`src/rtl/id_pkg.sv`:
```
// Shared definitions for the decode stage: opcodes, ALU op encodings, ID/EX control bundle.
// The control decoder lives here as a function so execute-side checkers can reuse it.
`timescale 1ns/1ps
package id_pkg;

  localparam int ID_DATA_W = 16;

  localparam logic [3:0] OP_ADD    = 4'h0;
  localparam logic [3:0] OP_PADDSB = 4'h1;
  localparam logic [3:0] OP_SUB    = 4'h2;
  localparam logic [3:0] OP_XOR    = 4'h3;
  localparam logic [3:0] OP_SLL    = 4'h4;
  localparam logic [3:0] OP_SRA    = 4'h5;
  localparam logic [3:0] OP_ROR    = 4'h6;
  localparam logic [3:0] OP_RED    = 4'h7;
  localparam logic [3:0] OP_LW     = 4'h8;
  localparam logic [3:0] OP_SW     = 4'h9;
  localparam logic [3:0] OP_LHB    = 4'hA;
  localparam logic [3:0] OP_LLB    = 4'hB;
  localparam logic [3:0] OP_B      = 4'hC;
  localparam logic [3:0] OP_BR     = 4'hD;
  localparam logic [3:0] OP_PCS    = 4'hE;
  localparam logic [3:0] OP_HLT    = 4'hF;

  // Arithmetic ops share their opcode value so decode is a plain cast.
  typedef enum logic [3:0] {
    ALU_ADD    = 4'h0,
    ALU_PADDSB = 4'h1,
    ALU_SUB    = 4'h2,
    ALU_XOR    = 4'h3,
    ALU_SLL    = 4'h4,
    ALU_SRA    = 4'h5,
    ALU_ROR    = 4'h6,
    ALU_RED    = 4'h7,
    ALU_LHB    = 4'h8,
    ALU_LLB    = 4'h9,
    ALU_PASS   = 4'hA
  } alu_op_e;

  typedef struct packed {
    logic       wr_reg_en;
    logic       mem_rd;
    logic       mem_wr;
    logic       mem2reg;
    logic       alu_src;
    logic       saw_br;
    logic       saw_j;
    logic       hlt;
    alu_op_e    alu_op;
    logic [3:0] wr_reg;
    logic [3:0] rd_reg1;
    logic [3:0] rd_reg2;
    logic [3:0] sh_amt;
  } ctrl_t;

  typedef struct packed {
    ctrl_t ctrl;
    logic  rd_en1;
    logic  rd_en2;
  } dec_t;

  // cond: 000 not-equal, 001 equal, 111 always; other codes need flags this core lacks.
  function automatic logic br_taken(input logic [2:0] cond, input logic z);
    logic t;
    t = 1'b0;
    case (cond)
      3'b000:  t = ~z;
      3'b001:  t = z;
      3'b111:  t = 1'b1;
      default: t = 1'b0;
    endcase
    return t;
  endfunction

  function automatic dec_t decode_ctrl(input logic [15:0] instr, input logic z);
    dec_t       d;
    logic [3:0] op;
    op = instr[15:12];
    d = '0;
    d.ctrl.wr_reg  = instr[11:8];
    d.ctrl.rd_reg1 = instr[7:4];
    d.ctrl.rd_reg2 = instr[3:0];
    d.ctrl.alu_op  = ALU_ADD;
    case (op)
      OP_ADD, OP_PADDSB, OP_SUB, OP_XOR, OP_RED: begin
        d.ctrl.wr_reg_en = 1'b1;
        d.ctrl.alu_op    = alu_op_e'(op);
        d.rd_en1         = 1'b1;
        d.rd_en2         = 1'b1;
      end
      OP_SLL, OP_SRA, OP_ROR: begin
        d.ctrl.wr_reg_en = 1'b1;
        d.ctrl.alu_op    = alu_op_e'(op);
        d.ctrl.alu_src   = 1'b1;
        d.ctrl.sh_amt    = instr[3:0];
        d.rd_en1         = 1'b1;
      end
      OP_LW: begin
        d.ctrl.wr_reg_en = 1'b1;
        d.ctrl.mem_rd    = 1'b1;
        d.ctrl.mem2reg   = 1'b1;
        d.ctrl.alu_src   = 1'b1;
        d.rd_en1         = 1'b1;
      end
      OP_SW: begin
        // Store data comes from the rd field position.
        d.ctrl.mem_wr  = 1'b1;
        d.ctrl.alu_src = 1'b1;
        d.ctrl.rd_reg2 = instr[11:8];
        d.rd_en1       = 1'b1;
        d.rd_en2       = 1'b1;
      end
      OP_LHB, OP_LLB: begin
        d.ctrl.wr_reg_en = 1'b1;
        d.ctrl.alu_src   = 1'b1;
        d.ctrl.alu_op    = (op == OP_LHB) ? ALU_LHB : ALU_LLB;
        d.ctrl.rd_reg1   = instr[11:8];
        d.rd_en1         = 1'b1;
      end
      OP_B: begin
        d.ctrl.saw_br = br_taken(instr[11:9], z);
      end
      OP_BR: begin
        d.ctrl.saw_j = br_taken(instr[11:9], z);
        d.rd_en1     = 1'b1;
      end
      OP_PCS: begin
        d.ctrl.wr_reg_en = 1'b1;
        d.ctrl.alu_op    = ALU_PASS;
      end
      default: begin
        d.ctrl.hlt = 1'b1;
      end
    endcase
    return d;
  endfunction

endpackage

```
`src/rtl/id_regfile.sv`:
```
// Register file, NREGS x DATA_W, two async read ports and one write port; R0 hardwired to zero.
// Same-cycle write-to-read forwarding only when built with ID_BYPASS_EN.
`timescale 1ns/1ps
module id_regfile
  import id_pkg::*;
#(
  parameter int DATA_W = ID_DATA_W,
  parameter int NREGS  = 16
) (
  input  logic              i_clk,
  input  logic              i_nRst,
  input  logic              wr_en,
  input  logic [3:0]        wr_reg,
  input  logic [DATA_W-1:0] wr_dat,
  input  logic [3:0]        rd_reg1,
  input  logic [3:0]        rd_reg2,
  output logic [DATA_W-1:0] rd_dat1,
  output logic [DATA_W-1:0] rd_dat2
);

  localparam int AW = $clog2(NREGS);

  logic [DATA_W-1:0] mem [NREGS];
  logic              wr_ok;
  logic              rd_ok1;
  logic              rd_ok2;

  // Register indices beyond NREGS read as zero and ignore writes.
  assign wr_ok  = wr_en && (wr_reg != 4'd0) && ({1'b0, wr_reg} < 5'(NREGS));
  assign rd_ok1 = {1'b0, rd_reg1} < 5'(NREGS);
  assign rd_ok2 = {1'b0, rd_reg2} < 5'(NREGS);

  always_ff @(posedge i_clk or negedge i_nRst) begin
    if (!i_nRst) begin
      for (int i = 0; i < NREGS; i++) begin
        mem[i] <= '0;
      end
    end else if (wr_ok) begin
      mem[wr_reg[AW-1:0]] <= wr_dat;
    end
  end

  always_comb begin
    rd_dat1 = '0;
    rd_dat2 = '0;
    if (rd_ok1) rd_dat1 = mem[rd_reg1[AW-1:0]];
    if (rd_ok2) rd_dat2 = mem[rd_reg2[AW-1:0]];
`ifdef ID_BYPASS_EN
    if (wr_ok && (wr_reg == rd_reg1)) rd_dat1 = wr_dat;
    if (wr_ok && (wr_reg == rd_reg2)) rd_dat2 = wr_dat;
`endif
  end

endmodule

```
`src/rtl/id_stage_p.sv`:
```
// Decode + operand read into the ID/EX register, 1-cycle latency; build option ID_BYPASS_EN.
// Backpressure: ID/EX holds while i_exReady=0; o_ready drops on stall, load-use hazard or sticky halt.
`timescale 1ns/1ps
module id_stage_p
  import id_pkg::*;
#(
  parameter int DATA_W = ID_DATA_W,
  parameter int NREGS  = 16
) (
  input  logic              i_clk,
  input  logic              i_nRst,
  input  logic              i_valid,
  output logic              o_ready,
  input  logic [15:0]       i_instr,
  input  logic [15:0]       i_pc,
  input  logic              i_Z,
  input  logic              i_flush,
  input  logic              i_exReady,
  input  logic              i_wrEn,
  input  logic [3:0]        i_wrReg,
  input  logic [DATA_W-1:0] i_wrData,
  output logic              o_valid,
  output logic [DATA_W-1:0] o_port0,
  output logic [DATA_W-1:0] o_port1,
  output logic [DATA_W-1:0] o_sext,
  output logic [15:0]       o_instr,
  output logic [15:0]       o_pc,
  output logic [3:0]        o_wrReg,
  output logic [3:0]        o_rdReg1,
  output logic [3:0]        o_rdReg2,
  output logic [3:0]        o_aluOp,
  output logic [3:0]        o_shAmt,
  output logic              o_wrRegEn,
  output logic              o_memRd,
  output logic              o_memWr,
  output logic              o_mem2reg,
  output logic              o_aluSrc,
  output logic              o_sawBr,
  output logic              o_sawJ,
  output logic              o_hlt
);

  dec_t              dec;
  ctrl_t             ex_ctrl;
  logic              ex_vld;
  logic              halted;
  logic [DATA_W-1:0] rd_dat1;
  logic [DATA_W-1:0] rd_dat2;
  logic [DATA_W-1:0] port0_q;
  logic [DATA_W-1:0] port1_q;
  logic [DATA_W-1:0] sext_q;
  logic [15:0]       instr_q;
  logic [15:0]       pc_q;
  logic              advance;
  logic              hazard;
  logic              take;
  logic              load;

  assign dec = decode_ctrl(i_instr, i_Z);

  id_regfile #(
    .DATA_W (DATA_W),
    .NREGS  (NREGS)
  ) u_regfile (
    .i_clk   (i_clk),
    .i_nRst  (i_nRst),
    .wr_en   (i_wrEn),
    .wr_reg  (i_wrReg),
    .wr_dat  (i_wrData),
    .rd_reg1 (dec.ctrl.rd_reg1),
    .rd_reg2 (dec.ctrl.rd_reg2),
    .rd_dat1 (rd_dat1),
    .rd_dat2 (rd_dat2)
  );

  assign advance = i_exReady | ~ex_vld;
  assign hazard  = ex_vld & ex_ctrl.mem_rd & ex_ctrl.wr_reg_en & (ex_ctrl.wr_reg != 4'd0) & i_valid &
                   ((dec.rd_en1 & (dec.ctrl.rd_reg1 == ex_ctrl.wr_reg)) |
                    (dec.rd_en2 & (dec.ctrl.rd_reg2 == ex_ctrl.wr_reg)));
  assign o_ready = advance & ~hazard & ~halted;
  assign take    = i_valid & o_ready & ~i_flush;
  // Flush must empty ID/EX even when execute is stalled.
  assign load    = advance | i_flush;

  always_ff @(posedge i_clk or negedge i_nRst) begin
    if (!i_nRst) begin
      ex_vld  <= 1'b0;
      ex_ctrl <= '0;
      port0_q <= '0;
      port1_q <= '0;
      sext_q  <= '0;
      instr_q <= '0;
      pc_q    <= '0;
    end else if (load) begin
      ex_vld  <= take;
      ex_ctrl <= take ? dec.ctrl : '0;
      port0_q <= take ? rd_dat1 : '0;
      port1_q <= take ? rd_dat2 : '0;
      sext_q  <= take ? DATA_W'($signed(i_instr[7:0])) : '0;
      instr_q <= take ? i_instr : '0;
      pc_q    <= take ? i_pc : '0;
    end
  end

  always_ff @(posedge i_clk or negedge i_nRst) begin
    if (!i_nRst) begin
      halted <= 1'b0;
    end else if (take && dec.ctrl.hlt) begin
      halted <= 1'b1;
    end
  end

  assign o_valid   = ex_vld;
  assign o_port0   = port0_q;
  assign o_port1   = port1_q;
  assign o_sext    = sext_q;
  assign o_instr   = instr_q;
  assign o_pc      = pc_q;
  assign o_wrReg   = ex_ctrl.wr_reg;
  assign o_rdReg1  = ex_ctrl.rd_reg1;
  assign o_rdReg2  = ex_ctrl.rd_reg2;
  assign o_aluOp   = ex_ctrl.alu_op;
  assign o_shAmt   = ex_ctrl.sh_amt;
  assign o_wrRegEn = ex_ctrl.wr_reg_en;
  assign o_memRd   = ex_ctrl.mem_rd;
  assign o_memWr   = ex_ctrl.mem_wr;
  assign o_mem2reg = ex_ctrl.mem2reg;
  assign o_aluSrc  = ex_ctrl.alu_src;
  assign o_sawBr   = ex_ctrl.saw_br;
  assign o_sawJ    = ex_ctrl.saw_j;
  assign o_hlt     = ex_ctrl.hlt;

endmodule

```
`config.mk`:
```
export PLATFORM = sky130hd
export DESIGN_NAME = id_stage_p
export DESIGN_NICKNAME = d
export VERILOG_FILES = /design/src/rtl/id_pkg.sv /design/src/rtl/id_regfile.sv /design/src/rtl/id_stage_p.sv
export SDC_FILE = /design/constraint.sdc
export NUM_CORES = 1
export LEC_CHECK = 0
export BUFFER_PORTS_ARGS = -buffer_cell sky130_fd_sc_hd__buf_2
export CAP_MARGIN = 0
export CORE_MARGIN = 1
export CORE_UTILIZATION = 60
export DETAILED_ROUTE_END_ITERATION = 6
export HOLD_SLACK_MARGIN = 0.12
export PLACE_DENSITY = 0.91
export SETUP_SLACK_MARGIN = 0.3
export SYNTH_ARGS = -nofsm -noshare
export SYNTH_HDL_FRONTEND = slang
export SYNTH_HIERARCHICAL = 1
export SYNTH_SLANG_ARGS = --single-unit
```
`constraint.sdc`:
```
create_clock -name i_clk -period 4.9 [get_ports i_clk]
set_input_delay 0.735 -clock i_clk [delete_from_list [all_inputs] [get_ports i_clk]]
set_output_delay 0.735 -clock i_clk [all_outputs]
set_load 0.1 [all_outputs]
```
==> impl_metrics.csv, run 1 <==
group,metric,value,unit
drt,vias_per_cell,7.174,
clocking,clkLatencyLatePin,0.53,ns
synth,syn-num-nets,1389,
place,place_area,18490,sq um
global_routing,track_usage,0.3509,
cells_and_area,final_nets,1467,
place,post-place-ws,1.249,ns
drt,drtIter0Drc,1539,
global_routing,overflow,0,
cells_and_area,final_common_cell,"dfrtp_1",
global_routing,grt_pass1_wl,80440,um
floorplan,core,28860,sq um
worst_hold_path,hold_class,"in -> async",
critical_path,crit_path_cell_trace,"buf_2, and4bb_4, mux2i_1, o221ai_1, a211oi_4, nor4_2, buf_2",
critical_path,start_kind,"input port",
drt,drcViolationCount,0,
critical_path,rr_worst_depth,6,
synth,ys_seq_area_frac,0.4885,
global_routing,first_global_vias,13710,
floorplan,die_h,173.6,um
sta,fin_skew,0.01459,ns
floorplan,ios,169,
critical_path,crit_required,4.16,ns
clocking,cts_buffers,34,
floorplan,placementRows,62,
sta,fmax,289.1,MHz
drt,drt-pass1-iter-count,5,
place,place_congestion,0.9691,
cells_and_area,final_util,0.6828,
synth,syn_avg_cell_area,13.29,sq um
pwr,ir_worst_vdd,0.2111,mV
clocking,cts_tree,"done",
synth,synth_area,17670,sq um
critical_path,crit_family,"buffers and inverters",
place,dp_hpwl,29960,um
synth,syn_inst,1330,
critical_path,slowest_stage,"buf_2",
clocking,cts_buffer_depth,3,
cells_and_area,final_cell_mix,"dfrtp_1 (345), mux2_2 (244), nand2_1 (202)",
sta,fin_ws,1.441,ns
clocking,numClockSinks,345,
critical_path,timing.rr.end,"o_pc[0]",
cells_and_area,fin_area,19700,sq um
critical_path,reg2reg_from,"o_wrReg[1]",
drt,wl,51840,um
drt,wl_per_cell,28.47,um
sta,whs,0.2262,ns
clocking,path_clk_slew,0.06,ns
global_routing,antenna_found_initial,4,
flow_run,cap_violations,0,
synth,synth_warnings,6,
sta,setup_viol,0,
synth,synth_seq_cells,345,
critical_path,cp-end-kind,"output port",
critical_path,r2r_slack,2.00,ns
sta,finalCritPeriodShare,0.7059,
pwr,leakagePower,0.008635,uW
sta,drv_slew,0,
critical_path,path_buf_inv,2,
clocking,holdBufCountCts,0,
synth,synth_cell_types,44,
critical_path,slowest_delay,0.47,ns
sta,tns,0,ns
critical_path,path_class,"in -> out",
floorplan,die-area,30140,sq um
clocking,postCtsSetupRepairBufs,0,
clocking,cts-root-buf,"clkbuf_16",
floorplan,die_x,173.6,um
sta,rsz0062_at_grt,"no",
synth,synth_edf_count,0,
critical_path,cp_common_cell,"buf_2",
cells_and_area,areaGrowthSynthToFinish,11.49,%
outcome,status,"completed",
floorplan,start_util,0.6124,
sta,max_slew.worst_pin.slew,1.347,ns
clocking,cts_resized,0,
drt,ant_nets,0,
critical_path,cp.arrival,2.72,ns
global_routing,grt_max_degree,104,
critical_path,path_max_fanout,14,
sta,slew_headroom,0.1021,
pwr,p_per_area,434.8,nW/um^2
sta,min_period,3.459,ns
place,numPortBuffers,168,
synth,ys_async_sr_fraction,1.000,
drt,vias,13060,
synth,synth_ff_type,"dfrtp_1",
sta,hold_violations,0,
clocking,h-tree-depth,2,
cells_and_area,drive_above_1_share,0.4498,
## final cells by class
| type | instances | area (sq um) |
|---|---|---|
| inverter | 8 | 35.03 |
| sequential | 345 | 8633 |
| fill | 1717 | 9155 |
| multi-input combinational | 820 | 8207 |
| antenna | 3 | 7.507 |
| clock inverter | 8 | 96.34 |
| clock buffer | 54 | 1110 |
| tap | 384 | 480.5 |
| timing repair buffer | 199 | 1134 |
## flip-flops by register name, indices dropped and copies added, names as in the netlist
name	cells
o_rdReg2	4
o_instr	5
o_port0	16
o_wrRegEn	1
o_pc	16
o_sawBr	1
u_regfile/mem	256
o_aluSrc	1
o_sawJ	1
o_shAmt	4
o_port1	16
o_wrReg	3
o_aluOp	4
o_valid	1
o_memWr	1
o_sext	8
o_rdReg1	4
halted	1
o_memRd	1
o_hlt	1
## Yosys cell counts, drive strengths merged (2+ instances only)
cell / instances / area share
o31ai: 85 / 0.036
a21oi: 4 / 0.0011
nor3b: 2 / 0.00085
nand2b: 6 / 0.0021
or3: 6 / 0.0021
inv: 8 / 0.0017
nor2: 19 / 0.0049
nand3b: 7 / 0.0037
dfrtp: 345 / 0.49
xor2: 5 / 0.0025
a22oi: 64 / 0.027
nor3: 2 / 0.00057
mux4: 128 / 0.16
nand3: 6 / 0.0017
o21ai: 5 / 0.0014
and2: 4 / 0.0014
nand2: 202 / 0.043
xnor2: 3 / 0.0015
mux2: 245 / 0.16
nor2b: 6 / 0.0021
mux2i: 4 / 0.0023
buf: 76 / 0.029
nor4: 3 / 0.0019
clkbuf: 81 / 0.017
o211ai: 2 / 0.00085
## through the flow
step	power, uW	cells
CTS	8530	1818
floorplan	5171	1330
finish	8567	1821
global route	8814	1818
detailed placement	5690	1756
global placement	5544	1756
## routing by layer
layer  part of all wire  GRT usage  up-vias
met5            0.00044          0        -
met2               0.46     0.5477     1145
met4              0.075     0.2284        4
met3               0.13     0.1004      339
li1                   -          -     5089
met1               0.34     0.4313     6486
## worst register-to-register path, stage by stage (launching register included)
cell and delay [ns]:
dfrtp_1 0.55, inv_1 0.17, a32oi_1 0.24, o211ai_1 0.16
nor4_4 0.43, buf_4 0.86, o31ai_1 0.32
## report_power, final
part           switching [uW]  internal (uW)
clock network            1100           1660
logic                    1070            937
registers                 443           3350
## how the worst max path moves through the flow
stage                 from    endpoint  depth (start not counted)  slack, ns
2_1_floorplan   o_wrReg[2]     o_ready                          7       0.49
5_1_grt        i_instr[15]     o_ready                          7       1.36
3_3_place_gp   i_instr[13]  o_port1[1]                         10       1.31
6_report       i_instr[15]     o_ready                          7       1.44
4_1_cts        i_instr[15]     o_ready                          7       1.45
3_5_place_dp   i_instr[15]  o_port1[6]                         10       1.25
## cells by family (layout without fill, tap and decap cells)
logic type	after synthesis	count (layout)	share of synthesized area
and+or+nand+nor	267	267	0.06641
DFF	345	345	0.4885
muxes	377	377	0.3215
buffers and inverters	165	269	0.04829
xor gates and xnor gates	8	8	0.003965
AOI/OAI and AO/OA	168	168	0.07130
other	0	3	0
Power figures use the tool's default switching activity.
==> run 2: changes to the inputs <==
==> constraint.sdc (replaced) <==
create_clock -name i_clk -period 3.2 [get_ports i_clk]
set_input_delay 0.48 -clock i_clk [delete_from_list [all_inputs] [get_ports i_clk]]
set_output_delay 0.48 -clock i_clk [all_outputs]
set_load 0.1 [all_outputs]
==> run 2 against run 1 <==
Power increased by 51%. Via count decreased by 2.5%. Die area unchanged. Wire length decreased by 1.5%. Critical path type is now reg -> out. Clock power increased by 45%.
==> impl_metrics.csv, run 2 (synthesis gave the netlist of run 1 again) <==
group,metric,value,unit
outcome,status,"completed",
sta,fmax,350.7,MHz
critical_path,rr_worst_depth,7,
global_routing,overflow,0,
drt,drt-pass1-iter-count,7,
critical_path,r2r_slack,0.99,ns
clocking,path_clk_slew,0.06,ns
worst_hold_path,hold_path_end,"o_pc[12]",
clocking,h-tree-depth,2,
sta,fin_skew,0.01741,ns
critical_path,path_class,"reg -> out",
global_routing,grt_pass1_wl,79200,um
pwr,power.total,12910,uW
critical_path,reg2reg_from,"o_wrReg[2]",
floorplan,die_x,173.6,um
floorplan,placementRows,62,
critical_path,start_kind,"flop",
sta,max_slew.worst_pin.slew,1.289,ns
floorplan,core,28860,sq um
sta,slew_headroom,0.1405,
floorplan,ios,169,
drt,drcViolationCount,0,
critical_path,crit_required,2.72,ns
sta,hold_violations,0,
cells_and_area,final_nets,1482,
global_routing,track_usage,0.3474,
clocking,cts_buffers,36,
place,numPortBuffers,168,
cells_and_area,final_common_cell,"dfrtp_1",
critical_path,cp.arrival,2.37,ns
clocking,clkLatencyLatePin,0.51,ns
cells_and_area,largest_reg_flops,256,
cells_and_area,multi_input_area,8265,sq um
place,place_area,18720,sq um
cells_and_area,top_register,"u_regfile/mem",
clocking,cts_tree,"done",
drt,drtIter0Drc,1547,
sta,drv_slew,0,
clocking,cts-root-buf,"clkbuf_16",
drt,wl_per_cell,27.81,um
place,place_congestion,0.9401,
worst_hold_path,hold_class,"in -> reg",
critical_path,path_max_fanout,8,
sta,min_period,2.852,ns
place,dp_hpwl,29280,um
sta,rsz0062_at_grt,"no",
pwr,leakagePower,0.008705,uW
floorplan,start_util,0.6124,
sta,setup_viol,0,
sta,finalCritPeriodShare,0.8911,
worst_hold_path,hold_depth,3,
sta,tns,0,ns
global_routing,first_global_vias,13410,
cells_and_area,drive_above_1_share,0.4582,
cells_and_area,register_area,8641,sq um
cells_and_area,fillers,1712,
drt,vias,12740,
clocking,numClockSinks,345,
flow_run,cap_violations,0,
floorplan,die-area,30140,sq um
global_routing,grt_max_degree,87,
cells_and_area,areaGrowthSynthToFinish,12.62,%
pwr,ir_worst_vdd,0.3785,mV
worst_hold_path,min-delay-start,"i_pc[12]",
drt,vias_per_cell,6.935,
cells_and_area,final_cell_mix,"dfrtp_1 (341), mux2_2 (244), nand2_1 (202)",
global_routing,antenna_found_initial,5,
critical_path,timing.rr.end,"o_port1[15]",
critical_path,cp-end-kind,"output port",
floorplan,die_h,173.6,um
cells_and_area,fin_area,19900,sq um
drt,ant_nets,0,
clocking,cts_buffer_depth,3,
drt,wl,51090,um
pwr,p_per_area,648.6,nW/um^2
run 2: changes by cell type in the layout (fill, tap and decap cells not counted), sizes merged:
cell | previous run | this run
diode | 3 | 4
bufinv | 2 | 0
clkbuf | 54 | 53
dlygate4sd3 | 0 | 1
clkinv | 4 | 9
buf | 199 | 211
run 2: per-stage QoR:
stage,instances,utilization,hold WS [ns],setup slack (ns)
floorplan,1330,-,0.1844,0.09864
global placement,1766,0.6486,0.3792,0.3073
detailed placement,1766,0.6486,0.3845,0.1873
CTS,1831,0.6883,0.1999,0.3125
global route,1833,0.6893,0.2055,0.2144
finish,1837,0.6896,0.2097,0.3484
run 2: repair_timing:
action	4_1_cts	5_1_grt
pin swaps	1	2
buffers inserted	0	2
endpoints found under the hold margin	61	0
resized for setup	1	4
hold buffers	1	0
endpoints found under the setup margin	1	1
run 2: final cells by class:
type,instances,share of cell area
flip-flops and latches,345,0.4342
clock buffers,53,0.05356
inverters,8,0.001760
multi-input cells,820,0.4153
well taps,384,0.02414
repair buffers,212,0.06733
clock inverters,11,0.003206
diodes,4,0.0005030
run 2: worst max-delay path: stages, from the launching register on:
cell,delay (ns)
dfrtp_2,0.49
nor4_1,0.33
nor2_1,0.12
nand2_1,0.13
nor4_4,0.07
buf_4,0.16
nor4_4,0.28
buf_6,0.27
run 2: per-layer routing:
layer,share of wire,GRT usage
met1,0.34,0.4325
met2,0.47,0.5500
met3,0.12,0.09868
met4,0.066,0.1974
met5,0.00045,0
run 2: how the worst max path moves through the flow:
stage | from | cells past startpoint | to | slack [ns]
after floorplan | o_wrReg[2] | 8 | o_ready | 0.1
after global placement | i_instr[13] | 10 | o_port1[4] | 0.31
after detailed placement | i_instr[13] | 10 | o_port1[3] | 0.19
after CTS | o_wrReg[1] | 6 | o_ready | 0.31
after global routing | o_wrReg[0] | 7 | o_ready | 0.21
final | o_wrReg[1] | 7 | o_ready | 0.35
run 2: power by group:
part | leakage (uW) | internal [uW] | switching (uW) | total (uW)
sequential | 0.00438 | 5130 | 644 | 5780
clock | 0.000564 | 2320 | 1720 | 4030
combinational | 0.00376 | 1470 | 1630 | 3100
total | 0.00871 | 8920 | 3990 | 12900
==> run 3: changes to the inputs <==
--- a/config.mk
+++ b/config.mk
@@ -8,10 +8,10 @@
 export BUFFER_PORTS_ARGS = -buffer_cell sky130_fd_sc_hd__buf_2
 export CAP_MARGIN = 0
 export CORE_MARGIN = 1
-export CORE_UTILIZATION = 60
+export CORE_UTILIZATION = 50
 export DETAILED_ROUTE_END_ITERATION = 6
 export HOLD_SLACK_MARGIN = 0.12
-export PLACE_DENSITY = 0.91
+export PLACE_DENSITY = 0.79
 export SETUP_SLACK_MARGIN = 0.3
 export SYNTH_ARGS = -nofsm -noshare
 export SYNTH_HDL_FRONTEND = slang
==> run 3 against run 2 <==
First-iteration DRC count decreased by 36%. Worst hold slack got worse by 0.013 ns. Global-route usage decreased by 7.9 points. Fmax increased by 1.4%. Cell count increased by 3.4%. Cell area increased by 0.49%. Sequential power decreased by 1%. Setup slack improved by 0.040 ns. Clock power increased by 2%. Via count decreased by 4.7%. Critical endpoint unchanged. Largest cell class unchanged.
==> impl_metrics.csv, run 3 (synthesis gave the netlist of run 1 again) <==
group,metric,value,unit
sta,fmax,355.7,MHz
sta,max_slew.worst_pin.slew,1.306,ns
clocking,cts_tree,"done",
pwr,clkPwrFrac,0.320,
place,dp_hpwl,29240,um
sta,setup_viol,0,
global_routing,grt_max_degree,88,
critical_path,cp.arrival,2.33,ns
clocking,numClockSinks,345,
pwr,pwr-share-seq,0.446,
cells_and_area,final_nets,1479,
drt,ant_nets,0,
critical_path,path_max_fanout,6,
floorplan,core,34630,sq um
outcome,status,"completed",
pwr,ir_worst_vdd,0.3908,mV
floorplan,die_h,190,um
pwr,p_comb_frac,0.234,
clocking,path_clk_slew,0.07,ns
cells_and_area,final_common_cell,"dfrtp_1",
drt,vias_per_cell,6.392,
cells_and_area,top_register,"u_regfile/mem",
sta,tns,0,ns
pwr,netSwitchingPower,3766,uW
floorplan,placementRows,68,
drt,wl_per_cell,24.92,um
sta,min_period,2.811,ns
floorplan,die-area,36100,sq um
floorplan,ios,169,
critical_path,crit_required,2.72,ns
critical_path,slowest_delay,0.53,ns
sta,fin_skew,0.02261,ns
critical_path,crit_path_cell_trace,"inv_1, a32oi_1, o211ai_1, nor4_4, nor4_4, buf_4",
critical_path,slowest_stage,"nor4_4",
cells_and_area,areaGrowthSynthToFinish,13.17,%
clocking,cts_buffer_depth,3,
clocking,h-tree-depth,2,
pwr,power.total,12810,uW
cells_and_area,final_cell_mix,"dfrtp_1 (341), mux2_2 (244), nand2_1 (202)",
sta,finalCritPeriodShare,0.8785,
sta,slew_headroom,0.1293,
worst_hold_path,hold_class,"in -> reg",
floorplan,die_x,190,um
drt,drtIter0Drc,984,
place,numPortBuffers,168,
critical_path,cp-end-kind,"output port",
global_routing,track_usage,0.2681,
drt,wl,47360,um
clocking,clkLatencyLatePin,0.52,ns
sta,drv_slew,0,
drt,vias,12140,
cells_and_area,largest_reg_flops,256,
drt,drt-pass1-iter-count,5,
clocking,cts_buffers,35,
place,place_congestion,0.8672,
pwr,leakagePower,0.008703,uW
clocking,cts-root-buf,"clkbuf_16",
drt,drcViolationCount,0,
pwr,switching_share,0.2940,
critical_path,start_kind,"flop",
global_routing,grt_pass1_wl,73150,um
flow_run,cap_violations,0,
cells_and_area,drive_above_1_share,0.4550,
global_routing,overflow,0,
sta,rsz0062_at_grt,"no",
critical_path,path_class,"reg -> out",
pwr,p_per_area,640.4,nW/um^2
critical_path,cp_common_cell,"nor4_4",
floorplan,start_util,0.5103,
global_routing,first_global_vias,12290,
pwr,power.internal,9041,uW
global_routing,antenna_found_initial,7,
sta,hold_violations,0,
## run 3: cell count changes in the layout (fill, tap and decap cells not counted), sizes merged
cell	change
clkinvlp	-1
diode	-3
clkbuf	+1
buf	-2
clkinv	-5
bufinv	+2
## run 3: timing repair
item,CTS,global route
hold endpoints to repair,67,0
gates resized for setup,1,2
pin swaps,1,2
endpoints found under the setup margin,1,1
hold buffers,1,0
setup buffers,0,2
## run 3: path summary, 6_finish.rpt
path	from	end	slack [ns]	depth (start not counted)
setup / recovery	o_wrReg[1]	o_ready	0.39	6
hold / removal	i_pc[15]	o_pc[15]	0.20	3
setup reg to reg	o_wrReg[1]	o_port1[6]	0.93	6
hold reg to reg	u_regfile/mem[248]	u_regfile/mem[248]	0.40	0
max in group asynchronous	i_nRst	o_wrReg[2]	1.80	3
min in group asynchronous	i_nRst	o_pc[14]	0.55	2
## run 3: layer usage
layer / GRT usage / wire [um]
met5: 0 / 69
met2: 0.4309 / 22450
met1: 0.3589 / 18950
met4: 0.1092 / 1974
met3: 0.05147 / 3912
## run 3: area by class of cell
class	instances	area, sq um
diodes	1	2.502
clock buffers	54	1060
clock inverters	7	88.84
fillers	2669	14630
inverters	8	35.03
multi-input cells	820	8257
flip-flops and latches	345	8641
well taps	455	569.3
repair buffers	210	1346
## run 3: power by group through the flow
stage	registers, uW	clock network, uW	logic (uW)
6_report	5710	4100	3000
5_1_grt	5810	4310	3180
4_1_cts	5690	4140	2990
3_5_place_dp	5760	0	2970
3_3_place_gp	5670	0	2890
2_1_floorplan	5970	0	1960
## run 3: critical path: cells and delay by family (launching register included)
kind	cells	cell delay [ns]
simple gates	2	0.62
flops	1	0.42
compound gates	2	0.39
buf+inv	2	0.36
## run 3: through the flow
step / std cells / util / hold slack [ns] / setup WS, ns / instance area [sq um]
5_1_grt: 1899 / 0.5775 / 0.2122 / 0.3147 / 20000
4_1_cts: 1897 / 0.5770 / 0.1992 / 0.3058 / 19980
6_report: 1900 / 0.5775 / 0.1966 / 0.3888 / 20000
3_3_place_gp: 1835 / 0.5434 / 0.3770 / 0.2128 / 18820
2_1_floorplan: 1330 / - / 0.1844 / 0.09864 / 17760
3_5_place_dp: 1835 / 0.5434 / 0.3823 / 0.1279 / 18820
